==> config.mk <==
export PLATFORM = sky130hd
export DESIGN_NAME = uart_rx_param
export DESIGN_NICKNAME = d
export VERILOG_FILES = /design/src/rtl/uart_rx_param.sv
export SDC_FILE = /design/constraint.sdc
export NUM_CORES = 1
export LEC_CHECK = 0
export CAP_MARGIN = 20
export CORE_UTILIZATION = 40
export DETAILED_ROUTE_END_ITERATION = 10
export DONT_BUFFER_PORTS = 1
export MAX_ROUTING_LAYER = met4
export PLACE_DENSITY = 0.58
export SLEW_MARGIN = 20
export SYNTH_ARGS = -nofsm -noshare
export SYNTH_HDL_FRONTEND = slang
export SYNTH_SLANG_ARGS = --single-unit
==> constraint.sdc <==
create_clock -name i_Clk -period 2.5 [get_ports i_Clk]
set_clock_uncertainty 0.15 [all_clocks]
set_input_delay 0.25 -clock i_Clk [delete_from_list [all_inputs] [get_ports i_Clk]]
set_output_delay 0.25 -clock i_Clk [all_outputs]
set_load 0.1 [all_outputs]
==> src/rtl/uart_rx_param.sv <==
// Parametrised UART receiver: 2-flop input synchroniser, mid-bit sampling,
// start-bit glitch rejection, optional even/odd parity, 1 or 2 stop bits,
// and parity / framing / break flags delivered with a one-cycle valid pulse.
module uart_rx_param #(
    parameter int CLKS_PER_BIT = 87,
    parameter int DATA_BITS    = 8,
    parameter int PARITY_MODE  = 0,   // 0 none, 1 even, 2 odd
    parameter int STOP_BITS    = 1
) (
    input  logic                 i_Clk,
    input  logic                 i_Rst_n,
    input  logic                 i_Rx_Serial,
    output logic                 o_Rx_DV,
    output logic [DATA_BITS-1:0] o_Rx_Data,
    output logic                 o_Parity_Err,
    output logic                 o_Frame_Err,
    output logic                 o_Break,
    output logic                 o_Busy
);
    localparam int               IDX_W     = $clog2(DATA_BITS);
    localparam logic [15:0]      HALF_CNT  = 16'((CLKS_PER_BIT - 1) / 2);
    localparam logic [15:0]      FULL_CNT  = 16'(CLKS_PER_BIT - 1);
    localparam logic [IDX_W-1:0] LAST_IDX  = IDX_W'(DATA_BITS - 1);
    localparam logic             LAST_STOP = 1'(STOP_BITS - 1);
    localparam logic             ODD       = (PARITY_MODE == 2);
    localparam bit               HAS_PAR   = (PARITY_MODE != 0);

    if (PARITY_MODE < 0 || PARITY_MODE > 2) begin : g_bad_parity
        $error("uart_rx_param: PARITY_MODE must be 0, 1 or 2");
    end
    if (DATA_BITS < 5 || DATA_BITS > 9) begin : g_bad_data
        $error("uart_rx_param: DATA_BITS must be 5..9");
    end
    if (STOP_BITS < 1 || STOP_BITS > 2) begin : g_bad_stop
        $error("uart_rx_param: STOP_BITS must be 1 or 2");
    end
    if (CLKS_PER_BIT < 4 || CLKS_PER_BIT > 65535) begin : g_bad_cpb
        $error("uart_rx_param: CLKS_PER_BIT must be 4..65535");
    end

    typedef enum logic [2:0] {
        IDLE   = 3'd0,
        START  = 3'd1,
        DATA   = 3'd2,
        PARITY = 3'd3,
        STOP   = 3'd4,
        DONE   = 3'd5
    } state_t;

    state_t               state;
    logic                 rx_meta, rx_s;
    logic [15:0]          cnt;
    logic [IDX_W-1:0]     bit_idx;
    logic                 stop_idx;
    logic [DATA_BITS-1:0] shreg;
    logic                 par_bit;
    logic                 frame_lat;

    // Two-flop synchroniser; presets to idle-high so reset never looks like a start bit
    always_ff @(posedge i_Clk or negedge i_Rst_n) begin
        if (!i_Rst_n) begin
            rx_meta <= 1'b1;
            rx_s    <= 1'b1;
        end else begin
            rx_meta <= i_Rx_Serial;
            rx_s    <= rx_meta;
        end
    end

    // Receive FSM with registered word, flags and valid pulse
    always_ff @(posedge i_Clk or negedge i_Rst_n) begin
        if (!i_Rst_n) begin
            state        <= IDLE;
            cnt          <= '0;
            bit_idx      <= '0;
            stop_idx     <= 1'b0;
            shreg        <= '0;
            par_bit      <= 1'b0;
            frame_lat    <= 1'b0;
            o_Rx_DV      <= 1'b0;
            o_Rx_Data    <= '0;
            o_Parity_Err <= 1'b0;
            o_Frame_Err  <= 1'b0;
            o_Break      <= 1'b0;
        end else begin
            o_Rx_DV <= 1'b0;
            unique case (state)
                IDLE: begin
                    cnt       <= '0;
                    bit_idx   <= '0;
                    stop_idx  <= 1'b0;
                    par_bit   <= 1'b0;
                    frame_lat <= 1'b0;
                    if (!rx_s) state <= START;
                end
                START: begin
                    if (cnt == HALF_CNT) begin
                        cnt     <= '0;
                        bit_idx <= '0;
                        // a start bit that has gone high by mid-bit was only a glitch
                        state   <= rx_s ? IDLE : DATA;
                    end else begin
                        cnt <= cnt + 16'd1;
                    end
                end
                DATA: begin
                    if (cnt == FULL_CNT) begin
                        cnt            <= '0;
                        shreg[bit_idx] <= rx_s;
                        if (bit_idx == LAST_IDX) begin
                            bit_idx <= '0;
                            state   <= HAS_PAR ? PARITY : STOP;
                        end else begin
                            bit_idx <= bit_idx + 1'b1;
                        end
                    end else begin
                        cnt <= cnt + 16'd1;
                    end
                end
                PARITY: begin
                    if (cnt == FULL_CNT) begin
                        cnt     <= '0;
                        par_bit <= rx_s;
                        state   <= STOP;
                    end else begin
                        cnt <= cnt + 16'd1;
                    end
                end
                STOP: begin
                    if (cnt == FULL_CNT) begin
                        cnt <= '0;
                        if (!rx_s) frame_lat <= 1'b1;
                        if (stop_idx == LAST_STOP) state <= DONE;
                        else stop_idx <= 1'b1;
                    end else begin
                        cnt <= cnt + 16'd1;
                    end
                end
                DONE: begin
                    // entered mid-way through the last stop bit, so re-arming here
                    // leaves half a bit of slack for a back-to-back start edge
                    cnt          <= '0;
                    state        <= IDLE;
                    o_Rx_DV      <= 1'b1;
                    o_Rx_Data    <= shreg;
                    o_Parity_Err <= HAS_PAR && ((^shreg ^ par_bit) != ODD);
                    o_Frame_Err  <= frame_lat;
                    o_Break      <= (shreg == '0) && (!HAS_PAR || !par_bit) && frame_lat;
                end
                default: state <= IDLE;
            endcase
        end
    end

    assign o_Busy = (state != IDLE);

endmodule
* Yosys cells after proc, flatten, opt, wreduce, memory -nomap -nowiden *
Index checks and enable logic that the tools add are counted.

word-level totals
  output and inout port bits = 13
  register bits after elaboration = 45

operators by class
  add/subtract/negate cells = 2
  magnitude comparators = 2
  reduce and logical (&&, ||, !) cells = 15
  muxes and demuxes = 26
  equality and inequality tests = 16

operators with widths
  operator                                                                              number
  16-bit one-hot mux with 3 select lines                                                1
  16-bit 2-to-1 mux                                                                     2
  3-bit 2-to-1 mux                                                                      10
  16-bit by 1-bit adder with 16-bit output (second input constant)                      1
  16-bit by 6-bit == test with 1-bit output (second input constant)                     1
  16-bit by 7-bit == test with 1-bit output (second input constant)                     1
  2-bit != test (second input constant)                                                 8
  3-bit one-hot mux with 5 select lines                                                 1
  3-bit == test (second input constant)                                                 3
  3-bit one-hot mux with 3 select lines                                                 1
  3-bit nonzero test                                                                    3
  8-bit bitwise mux                                                                     1
  8-bit logical NOT                                                                     1
  7-bit AND reduction                                                                   1
  3-bit by 2-bit == test with 1-bit output (second input constant)                      2
  1-bit 2-to-1 mux                                                                      6
  3-bit AND reduction                                                                   2
  3-bit by 4-bit less-than comparator with 1-bit output (second input constant)         1
  1-bit one-hot mux with 2 select lines                                                 2
  2-bit AND reduction                                                                   2
  3-bit by 1-bit adder with 3-bit output (second input constant)                        1
  1-bit demux with 3-bit select                                                         1
  3-bit by 1-bit == test with 1-bit output (second input constant)                      1
  3-bit by 1-bit greater-or-equal comparator with 1-bit output (second input constant)  1
  other kinds (6)                                                                       7

* Depth between registers and ports, before layout *
  depth after elaboration = 5
  mapped depth = 8
  gate-level depth less buffers = 7

* Worst setup path after synthesis *
OpenSTA, ideal clock, no wires.

  path type = register -> register
  from = register cnt[0]
  to = register shreg[1]
  setup slack = 0.206 ns
  arrival time = 2.017 ns
  cell stages (with the launch flop) = 9
  path through = dfrtp_1 inv_1 ha_1 and4bb_2 nand4_4 or3_1 buf_6 nor4b_4 mux2_1

between the ends
  word-level cells in the longest chain between the ends = 2

RTL lines
  item                                       RTL line  RTL
  start, declared                            52        logic [15:0] cnt;
  start signal, assigned                     103       cnt <= cnt + 16'd1;
  start signal, assigned                     117       cnt <= cnt + 16'd1;
  start signal, assigned                     126       cnt <= cnt + 16'd1;
  16-bit by 7-bit == test with 1-bit output  107       if (cnt == FULL_CNT) begin
  2-bit AND reduction (no source line)       n/a
  end signal, assigned by index              109       shreg[bit_idx] <= rx_s;
  end, declared                              55        logic [DATA_BITS-1:0] shreg;

No other way between the ends.
A chain may end at the register's enable or synchronous reset.

* Final worst setup path *
  from = register cnt[11]
  to = register shreg[1]

Same word-level chain as after synthesis.

==> out/metrics.csv <==
stage,metric,value,unit
clock_network,clockBufferDepth,2,
timing,rsz0062_at_grt,no,
die,die_w,77.2,um
yosys,synth_compound_area_share,6.42,%
worst_setup_path,critPathKind,flop to flop,
worst_setup_path,crit_arrival,2370,ps
placed_design,routabilityCongestion,0.799,
clock_network,cts_resized,0,
yosys,synthAdderAreaFrac,2.21,%
yosys,synthXorXnorAreaFrac,5.42,%
yosys,yosys.area_share.simple,23.7,%
yosys,synth_edf_count,0,
timing,final-max-slew-violation-count,0,
global_routing,gr-total-overflow,0,
global_routing,grt.total_usage,16.7,%
yosys,ys_types,47,
routing,drcViolationCount,0,
worst_setup_path,reg2reg_depth,5,
power_and_ir_drop,ir_worst_vdd,240,uV
power_and_ir_drop,power.density,558,mW/mm2
yosys,syn_nets,223,
yosys,synth.top_cells.by_area,"dfrtp_1 48%, mux2_2 8.0%, nor2_1 5.1%, xnor2_1 4.3%, nand2_1 2.5%",
die,coreArea,0.00547,mm2
routing,vias,1502,
yosys,synth_warnings,0,
final_layout,area_growth,11.4,%
yosys,synth.avg_cell_area,10.5,um2
final_layout,fin_nets,230,
worst_setup_path,end_kind,flop,
clock_network,root_buffer,clkbuf_8,
timing,finalHoldViolCount,0,
global_routing,grt_antenna_before_repair,0,
global_routing,grt_pass1_wl,7490,um
run,maxCapViolations,0,
timing,finalSetupTns,0,ps
yosys,syn-cell-area,0.00226,mm2
timing,max_slew_margin,40.5,%
timing,fmax,0.428,GHz
worst_hold_path,hold_class,flop to flop,
clock_network,cts_tree,done,
routing,drt-total-wl,4300,um
final_layout,utilization,46.1,%
worst_setup_path,regToRegStartpoint,cnt[11],
clock_network,cts_buffers,5,
placed_design,io_buffers,0,
worst_setup_path,crit_fanout,7,
global_routing,grt_start_max_net_pins,46,
worst_setup_path,r2r_end,shreg[1],
status,status,finished clean,
yosys,synthMuxAreaShare,8.46,%
yosys,yosysTopAreaCellShare,47.6,%
routing,first_iter_violations,56,
power_and_ir_drop,p_leak,1.09,nW
clock_network,cts-hold-fix-buffers,3,
worst_setup_path,r2r_setup_slack,170,ps
yosys,synth_most_common_cell,dfrtp_1,
die,rows,27,
final_layout,antenna_cells,0,
worst_setup_path,crit_required,2540,ps
worst_hold_path,hold_path_end,rx_s,
routing,drtAntennaViolNets,0,
yosys,seq_area_frac_synth,49.9,%
yosys,netlist_top_cells_count,"43 x dfrtp_1, 31 x nor2_1, 16 x mux2_2",
die,start_util,41.3,%
yosys,synth_ff_type,dfrtp_1,
die,die_h,77.2,um
worst_setup_path,cp-start-kind,flop,
routing,wl_per_cell,14.5,um
routing,avgViaCountPerCell,5.07,
timing,setup_viol,0,
clock_network,cts.sinks,45,
yosys,synthArstFlopShare,100,%
timing,period_needed,2330,ps
worst_hold_path,worstHoldStart,rx_meta,
worst_hold_path,hold_path_depth,0,
timing,min_period_over_period,93.4,%
yosys,synth_top_family_by_area,simple AND/OR/NAND/NOR gates,
power_and_ir_drop,total_power,1.41,mW
clock_network,clk_pin_slew,90,ps
yosys,ys_ff_latch,45,
yosys,synthCells,216,
global_routing,grt_pass1_vias,1457,
die,io_pins,16,
yosys,yosys.area.top_type,dfrtp_1,
routing,dr.pass1.iters,4,
timing,tightest_slew,892,ps
final_layout,drive_gt1_share,19.6,%
clock_network,clk_latency,300,ps
placed_design,hpwl,2980,um
clock_network,cts_setup_buffers,0,
die,dieArea,0.00596,mm2
clock_network,cts-htree-levels,2,
## registers in the layout (all words and copies together), names as in the netlist
| name | cells |
|---|---|
| state | 3 |
| frame_lat | 1 |
| rx_meta | 1 |
| o_Frame_Err | 1 |
| stop_idx | 1 |
| o_Break | 1 |
| bit_idx | 3 |
| rx_s | 1 |
| shreg | 8 |
| cnt | 16 |
| o_Rx_Data | 8 |
| o_Rx_DV | 1 |
## cell usage in the layout (no fill, tap or decap), types with 2 or more instances in the layout
cell type      instances
a21oi_1                3
and4bb_2               2
buf_4                  9
clkbuf_8               5
dfrtp_1               43
dfstp_2                2
dlygate4sd3_1          2
ha_1                   4
inv_1                  7
mux2_2                16
nand2_1               15
nand2b_1               2
nand3_1                9
nand4_1                5
nand4b_1               2
nor2_1                31
nor2b_1                3
nor3_1                10
nor4_1                 3
o21a_1                 2
o21ai_0                6
o22ai_1                2
o2bb2ai_1              2
or3_1                  2
xnor2_1               11
xor2_1                 3
## logic make-up (layout without fill, tap and decap cells)
| logic type | after synthesis | in the layout |
|---|---|---|
| adders and majority gates | 4 | 4 |
| other | 1 | 1 |
| and+or+nand+nor | 94 | 94 |
| xor gates and xnor gates | 14 | 14 |
| DFF | 45 | 45 |
| muxes | 17 | 17 |
| AOI/OAI and AO/OA | 22 | 22 |
| buffers and inverters | 19 | 27 |
## how the worst max path moves through the flow
stage / slack, ps / to / start
after global routing: 50 / shreg[5] / cnt[11]
after global placement: 230 / shreg[1] / cnt[11]
after CTS: 150 / shreg[1] / cnt[11]
after floorplan: 210 / shreg[1] / cnt[0]
after detailed placement: 150 / shreg[1] / cnt[11]
final: 170 / shreg[1] / cnt[11]
## through the flow
stage / hold WS [ps] / cells / setup slack [ps] / area (um2)
after floorplan: -196 / 216 / 206 / 2260
after global placement: -194 / 285 / 231 / 2360
after detailed placement: -194 / 285 / 153 / 2360
after CTS: 210 / 296 / 148 / 2520
after global routing: 212 / 296 / 45.4 / 2520
final: 209 / 296 / 166 / 2520
## where the power goes
group          switching (mW)  internal, mW  total [mW]
registers              0.0144         0.738       0.752
logic                  0.0664        0.0304      0.0968
clock network           0.257         0.300       0.557
total                   0.338          1.07        1.41
## worst max-delay path, cell delays in order (launching register included)
cell and delay (ps):
dfrtp_1 470, nor4_4 420, nand4_4 130, or3_1 470, nor4b_4 250, mux2_1 330
## area by class of cell
class                           instances  area (um2)
Clock buffer                            6        72.6
Clock inverter                          2        38.8
Fill cell                             525        2950
Inverter                                7        26.3
Multi-Input combinational cell        152        1050
Sequential cell                        45        1130
Tap cell                               72        90.1
Timing Repair Buffer                   12         115
## layer usage
metal | share of wire, % | GRT usage [%]
met5 | 0 | -
met4 | 1.5 | 5.66
met2 | 43 | 22.5
met1 | 53 | 24.3
met3 | 3.0 | 4.17
(Power assumes the default switching activity.)
